**config.mk**
```make
export PLATFORM = sky130hd
export DESIGN_NAME = dotp_controller
export DESIGN_NICKNAME = d
export VERILOG_FILES = /design/src/rtl/dotp_pkg.sv /design/src/rtl/dotp_mac.sv /design/src/rtl/dotp_controller.sv
export SDC_FILE = /design/constraint.sdc
export NUM_CORES = 2
export LEC_CHECK = 0
export CORE_MARGIN = 1.5
export CORE_UTILIZATION = 50
export CTS_CLUSTER_DIAMETER = 100
export DETAILED_ROUTE_END_ITERATION = 12
export HOLD_SLACK_MARGIN = 0.15
export PLACE_DENSITY = 0.7
export SLEW_MARGIN = 5
export SYNTH_ARGS = -nofsm -noshare
export SYNTH_HDL_FRONTEND = slang
export SYNTH_HIERARCHICAL = 1
export SYNTH_SLANG_ARGS = --single-unit
```
**constraint.sdc**
```tcl
create_clock -name clk -period 8 [get_ports clk]
set_input_delay 2.4 -clock clk [delete_from_list [all_inputs] [get_ports clk]]
set_output_delay 2.4 -clock clk [all_outputs]
set_load 0.05 [all_outputs]
```
**src/rtl/dotp_pkg.sv**
```systemverilog
// Shared definitions for the dot-product controller slice.
// Holds the controller state type and the default parameter constants
// used by dotp_controller and dotp_mac.
package dotp_pkg;

  localparam int DOTP_ADDR_WIDTH   = 12;
  localparam int DOTP_DATA_WIDTH   = 32;
  localparam int DOTP_LEN_WIDTH    = 8;
  localparam int DOTP_RESULT_WIDTH = 64;

  typedef enum logic [2:0] {
    IDLE,
    REQ_A,
    WAIT_A,
    REQ_B,
    WAIT_B,
    DONE
  } dotp_state_e;

endpackage

```
**src/rtl/dotp_mac.sv**
```systemverilog
// Signed multiply-accumulate unit for the dot-product controller.
// Ports:
//   clk, rst : clock, asynchronous active-high reset
//   clr      : zero the accumulator (takes priority over en)
//   en       : add a*b (signed, full 2*DATA_W product) into the accumulator
//   a, b     : two's-complement operands
//   acc      : running sum, wraps modulo 2^ACC_W
module dotp_mac
  import dotp_pkg::*;
#(
  parameter int DATA_W = DOTP_DATA_WIDTH,
  parameter int ACC_W  = DOTP_RESULT_WIDTH
) (
  input  logic              clk,
  input  logic              rst,
  input  logic              clr,
  input  logic              en,
  input  logic [DATA_W-1:0] a,
  input  logic [DATA_W-1:0] b,
  output logic [ACC_W-1:0]  acc
);

  logic signed [DATA_W-1:0]   a_s;
  logic signed [DATA_W-1:0]   b_s;
  logic signed [2*DATA_W-1:0] prod;
  logic signed [ACC_W-1:0]    acc_p0;

  // Sign-extend the full-width product to the accumulator width.
  function automatic logic signed [ACC_W-1:0] sext_prod(input logic signed [2*DATA_W-1:0] p);
    return ACC_W'(p);
  endfunction

  assign a_s  = $signed(a);
  assign b_s  = $signed(b);
  assign prod = (2*DATA_W)'(a_s) * (2*DATA_W)'(b_s);

  // Stage p0: accumulator register; plain two's-complement wrap, no saturation.
  always_ff @(posedge clk or posedge rst) begin
    if (rst) begin
      acc_p0 <= '0;
    end else if (clr) begin
      acc_p0 <= '0;
    end else if (en) begin
      acc_p0 <= acc_p0 + sext_prod(prod);
    end
  end

  assign acc = acc_p0;

endmodule

```
**src/rtl/dotp_controller.sv**
```systemverilog
// Dot-product controller: accepts a command (two base addresses, a length
// and a destination register), reads A[i] then B[i] through a shared memory
// port with a request/grant handshake, accumulates signed A[i]*B[i], and
// presents the result on a valid/ready writeback port.
// Ports:
//   clk, rst                       : clock, asynchronous active-high reset
//   cmd_valid/cmd_ready            : command handshake (ready only in IDLE)
//   cmd_a_addr, cmd_b_addr         : vector base word addresses
//   cmd_len, cmd_rd                : element count, destination register
//   mem_req/mem_addr/mem_gnt       : read request to the shared-port arbiter
//   mem_rvalid/mem_rdata           : read response
//   wb_valid/wb_ready/wb_rd/wb_data: result writeback
//   busy                           : high whenever not IDLE
module dotp_controller
  import dotp_pkg::*;
#(
  parameter int ADDR_WIDTH   = DOTP_ADDR_WIDTH,
  parameter int DATA_WIDTH   = DOTP_DATA_WIDTH,
  parameter int LEN_WIDTH    = DOTP_LEN_WIDTH,
  parameter int RESULT_WIDTH = DOTP_RESULT_WIDTH
) (
  input  logic                    clk,
  input  logic                    rst,
  input  logic                    cmd_valid,
  output logic                    cmd_ready,
  input  logic [ADDR_WIDTH-1:0]   cmd_a_addr,
  input  logic [ADDR_WIDTH-1:0]   cmd_b_addr,
  input  logic [LEN_WIDTH-1:0]    cmd_len,
  input  logic [4:0]              cmd_rd,
  output logic                    mem_req,
  output logic [ADDR_WIDTH-1:0]   mem_addr,
  input  logic                    mem_gnt,
  input  logic                    mem_rvalid,
  input  logic [DATA_WIDTH-1:0]   mem_rdata,
  output logic                    wb_valid,
  input  logic                    wb_ready,
  output logic [4:0]              wb_rd,
  output logic [RESULT_WIDTH-1:0] wb_data,
  output logic                    busy
);

  dotp_state_e state, state_nxt;

  logic [ADDR_WIDTH-1:0]   a_addr;
  logic [ADDR_WIDTH-1:0]   b_addr;
  logic [LEN_WIDTH-1:0]    len_q;
  logic [LEN_WIDTH-1:0]    idx;
  logic [4:0]              rd_q;
  logic [DATA_WIDTH-1:0]   op_a;
  logic [RESULT_WIDTH-1:0] acc;
  logic                    cmd_fire;
  logic                    a_fire;
  logic                    b_fire;
  logic                    last_elem;

  assign cmd_fire  = cmd_valid && cmd_ready;
  // rvalid only matters while a read is outstanding.
  assign a_fire    = (state == WAIT_A) && mem_rvalid;
  assign b_fire    = (state == WAIT_B) && mem_rvalid;
  assign last_elem = (idx == len_q - LEN_WIDTH'(1));

  always_ff @(posedge clk or posedge rst) begin
    if (rst) begin
      state <= IDLE;
    end else begin
      state <= state_nxt;
    end
  end

  // Outputs decode from state only, so an asynchronous reset drops
  // mem_req / wb_valid / busy immediately.
  always_comb begin
    state_nxt = state;
    cmd_ready = 1'b0;
    mem_req   = 1'b0;
    mem_addr  = '0;
    wb_valid  = 1'b0;
    wb_rd     = '0;
    wb_data   = '0;
    busy      = 1'b1;
    unique case (state)
      IDLE: begin
        busy      = 1'b0;
        cmd_ready = !rst;
        if (cmd_valid && !rst) begin
          state_nxt = (cmd_len == '0) ? DONE : REQ_A;
        end
      end
      REQ_A: begin
        mem_req  = 1'b1;
        mem_addr = a_addr;
        if (mem_gnt) state_nxt = WAIT_A;
      end
      WAIT_A: begin
        if (mem_rvalid) state_nxt = REQ_B;
      end
      REQ_B: begin
        mem_req  = 1'b1;
        mem_addr = b_addr;
        if (mem_gnt) state_nxt = WAIT_B;
      end
      WAIT_B: begin
        if (mem_rvalid) state_nxt = last_elem ? DONE : REQ_A;
      end
      DONE: begin
        wb_valid = 1'b1;
        wb_rd    = rd_q;
        wb_data  = acc;
        if (wb_ready) state_nxt = IDLE;
      end
      default: state_nxt = IDLE;
    endcase
  end

  always_ff @(posedge clk or posedge rst) begin
    if (rst) begin
      a_addr <= '0;
      b_addr <= '0;
      len_q  <= '0;
      idx    <= '0;
      rd_q   <= '0;
      op_a   <= '0;
    end else begin
      if (cmd_fire) begin
        a_addr <= cmd_a_addr;
        b_addr <= cmd_b_addr;
        len_q  <= cmd_len;
        rd_q   <= cmd_rd;
        idx    <= '0;
      end
      if (a_fire) begin
        op_a <= mem_rdata;
      end
      if (b_fire) begin
        a_addr <= a_addr + ADDR_WIDTH'(1);
        b_addr <= b_addr + ADDR_WIDTH'(1);
        idx    <= idx + LEN_WIDTH'(1);
      end
    end
  end

  dotp_mac #(
    .DATA_W (DATA_WIDTH),
    .ACC_W  (RESULT_WIDTH)
  ) u_mac (
    .clk (clk),
    .rst (rst),
    .clr (cmd_fire),
    .en  (b_fire),
    .a   (op_a),
    .b   (mem_rdata),
    .acc (acc)
  );

endmodule

```
==> out/results.ini <==
[status]
status=complete, but fails checks
violations=negative setup slack

[synthesis]
synthArstFlopShare=1.00
synth_area_leaders=fa_1, inv_1, dfrtp_1, and2_1, ha_1
syn_avg_cell_area_um2=9.38
ys_seq_area_frac=0.0760
synth_largest_area_cell=fa_1
ys_warn_count=6
ys.flop_type=dfrtp_1
yosys.area.top_type_share=0.511
netlist_area_um2=47400
netlist_instances=5058
synth-edff-count=0
synth_fp_nets=6565
ys_seq_elements=144
ys_types=89

[floorplanning]
rows=112
die-area_um2=96700
start_util=0.507
die-height_um=311
core_um2=93600
die_w_um=311
io_pins=160

[cells_and_area]
fin_util=0.639
fin_nets=7160
area_delta_synth_final_pct=26.1
fin_area_um2=59800
seq_area_um2=3600
layout-drive-gt1-share=0.229
mostFrequentLayoutCell=inv_1
fillers=7295
multiInputGateArea_um2=40600
final_cell_mix=inv_1, fa_1, nand2_1, and2_1, buf_4

[drt]
drtPass1Iterations=7
wl_per_cell_um=21.0
num_vias=37300
drt_wl_total_mm=145
drt_iter0_markers=2615
antenna_left=0
drc=0
vias_per_cell=5.38

[job]
drv_cap=0

[clock_network]
numCtsBuffers=17
clock_latency_ns=0.51
clock_sinks=144
cts_tree=built
root_buffer=clkbuf_16
htreeDepth=4
clock_path_buffers=2
holdBufCountCts=0
clkTransAtPathRegs_ns=0.08

[min_path]
hold_path_class=reg -> reg

[worst_setup_path]
end_kind=register
slowest_delay_ns=0.56
critical_path_arrival_ns=9.49
start_kind=input pin
crit_required_ns=8.40
cpMaxStageDelayCell=fa_2
crit_fanout=8
critPathKind=in -> reg
cpMostUsedCell=fa_1
cp_top_family=adder cells
critPathBufInv=11

[place]
gp_congestion=0.914
placed_area_um2=54400
port-buffer-count=159
hpwl_mm=110

[timing]
tightestPinTransition_ns=1.09
relSlewSlack=0.276
skew_ns=0.0218
rsz0062_at_grt=true
period_minus_slack_ns=9.09
finalSetupViolCount=49
hold_violations=0
fmax_mhz=110
setup_slack_ns=-1.09
whs_ns=0.470
setup_tns_ns=-38.80
drv_slew=0
finalCritPeriodShare=1.14

[global_routing]
track_usage=0.302
grt_pass1_wl_mm=226
grt_overflow=0
grt_pass1_vias=40700
grt_max_degree=71
antenna_found_initial=7

==> path summary, 6_finish.rpt <==
| kind | cells past startpoint | slack [ns] | start | to |
|---|---|---|---|---|
| max | 30 | -1.09 | mem_rdata[2] | u_mac/acc[56] |
| min | 2 | 0.47 | rd_q[3] | rd_q[3] |
| max reg2reg | 24 | 0.10 | op_a[12] | u_mac/acc[44] |
| min reg2reg | 2 | 0.47 | rd_q[3] | rd_q[3] |
| max in group asynchronous | 3 | 4.27 | rst | op_a[20] |
| min in group asynchronous | 2 | 2.32 | rst | b_addr[7] |
==> repair_timing <==
| action | CTS | global route |
|---|---|---|
| cloned | 20 | 4 |
| pin swaps | 370 | 357 |
| gates resized for setup | 543 | 357 |
| setup buffers | 112 | 81 |
| setup endpoints to repair | 54 | 52 |
==> cell families after synthesis <==
| kind of cell | count (synthesis) | share of synthesized area |
|---|---|---|
| AOI/OAI and AO/OA | 310 | 0.0446 |
| xor gates and xnor gates | 78 | 0.0147 |
| adders and majority gates | 1433 | 0.570 |
| buffers and inverters | 1511 | 0.121 |
| DFF | 144 | 0.0760 |
| muxes | 89 | 0.0197 |
| and+or+nand+nor | 1493 | 0.155 |
==> layer usage <==
metal | up-vias | share of wire | wire length, um | global-route usage
met4 | 2 | 0.046 | 6660 | 0.117
met3 | 397 | 0.069 | 10100 | 0.0505
li1 | 15900 | - | - | -
met1 | 19500 | 0.37 | 54100 | 0.378
met2 | 1512 | 0.51 | 74200 | 0.524
met5 | - | 0.000090 | 13 | 0
==> stage by stage <==
| step | std cells | setup slack [ns] |
|---|---|---|
| floorplan | 5058 | -1.53 |
| global placement | 6691 | -2.04 |
| detailed placement | 6691 | -2.15 |
| CTS | 6853 | -1.05 |
| global route | 6921 | -1.33 |
| finish | 6923 | -1.09 |
==> synthesized netlist by cell type (6+ instances only) <==
library cell / count
inv_1: 1259
fa_1: 1210
nand2_1: 657
and2_1: 526
clkbuf_1: 227
ha_1: 222
nor2_1: 152
dfrtp_1: 144
a21oi_1: 76
mux2i_1: 55
xnor2_1: 41
o21ai_0: 38
xor2_1: 35
mux2_1: 34
nand3_1: 32
a21o_1: 31
nand2b_1: 27
o21ai_1: 21
nor3_1: 20
a211oi_1: 19
nand4_1: 15
o22ai_1: 14
a31oi_1: 12
and3_1: 10
o211ai_1: 10
o21bai_1: 9
a311oi_1: 8
buf_2: 8
nor4_1: 8
and4_1: 7
nor2b_1: 7
o21a_1: 7
o31ai_1: 7
or3_1: 7
buf_1: 6
==> sequential cells by signal, summed over array words and instances, names as in the netlist <==
register,count
a_addr,12
b_addr,12
u_mac/acc,64
rd_q,5
op_a,32
len_q,8
idx,8
state,3
==> worst register-to-register path, cell delays in order, from the launching register on <==
cell and delay [ns]:
dfrtp_1 1.01, nand2_1 0.20, fa_1 0.51, fa_1 0.57
inv_2 0.04, fa_1 0.52, fa_1 0.58, fa_2 0.63
fa_1 0.43, fa_1 0.49, inv_1 0.05, fa_1 0.53
inv_2 0.06, ha_4 0.24, a211oi_2 0.27, o21ai_2 0.11
a211oi_4 0.29, o21ai_2 0.12, buf_4 0.15, nor3_4 0.24
o21ai_4 0.12, buf_6 0.14, a21oi_4 0.13, xor2_1 0.20
o22ai_1 0.13
==> final cells by class <==
type                       count  share of cell area
antenna                        3            0.000126
timing repair buffer         822               0.145
clock buffer                  17             0.00711
tap                         1254              0.0262
inverter                    1265              0.0800
sequential                   144              0.0603
clock inverter                15             0.00318
multi-input combinational   3403               0.679
Power is left out: the tool's default activity adds up to more than one toggle a clock period on the data nets, which glitch-free logic cannot reach.
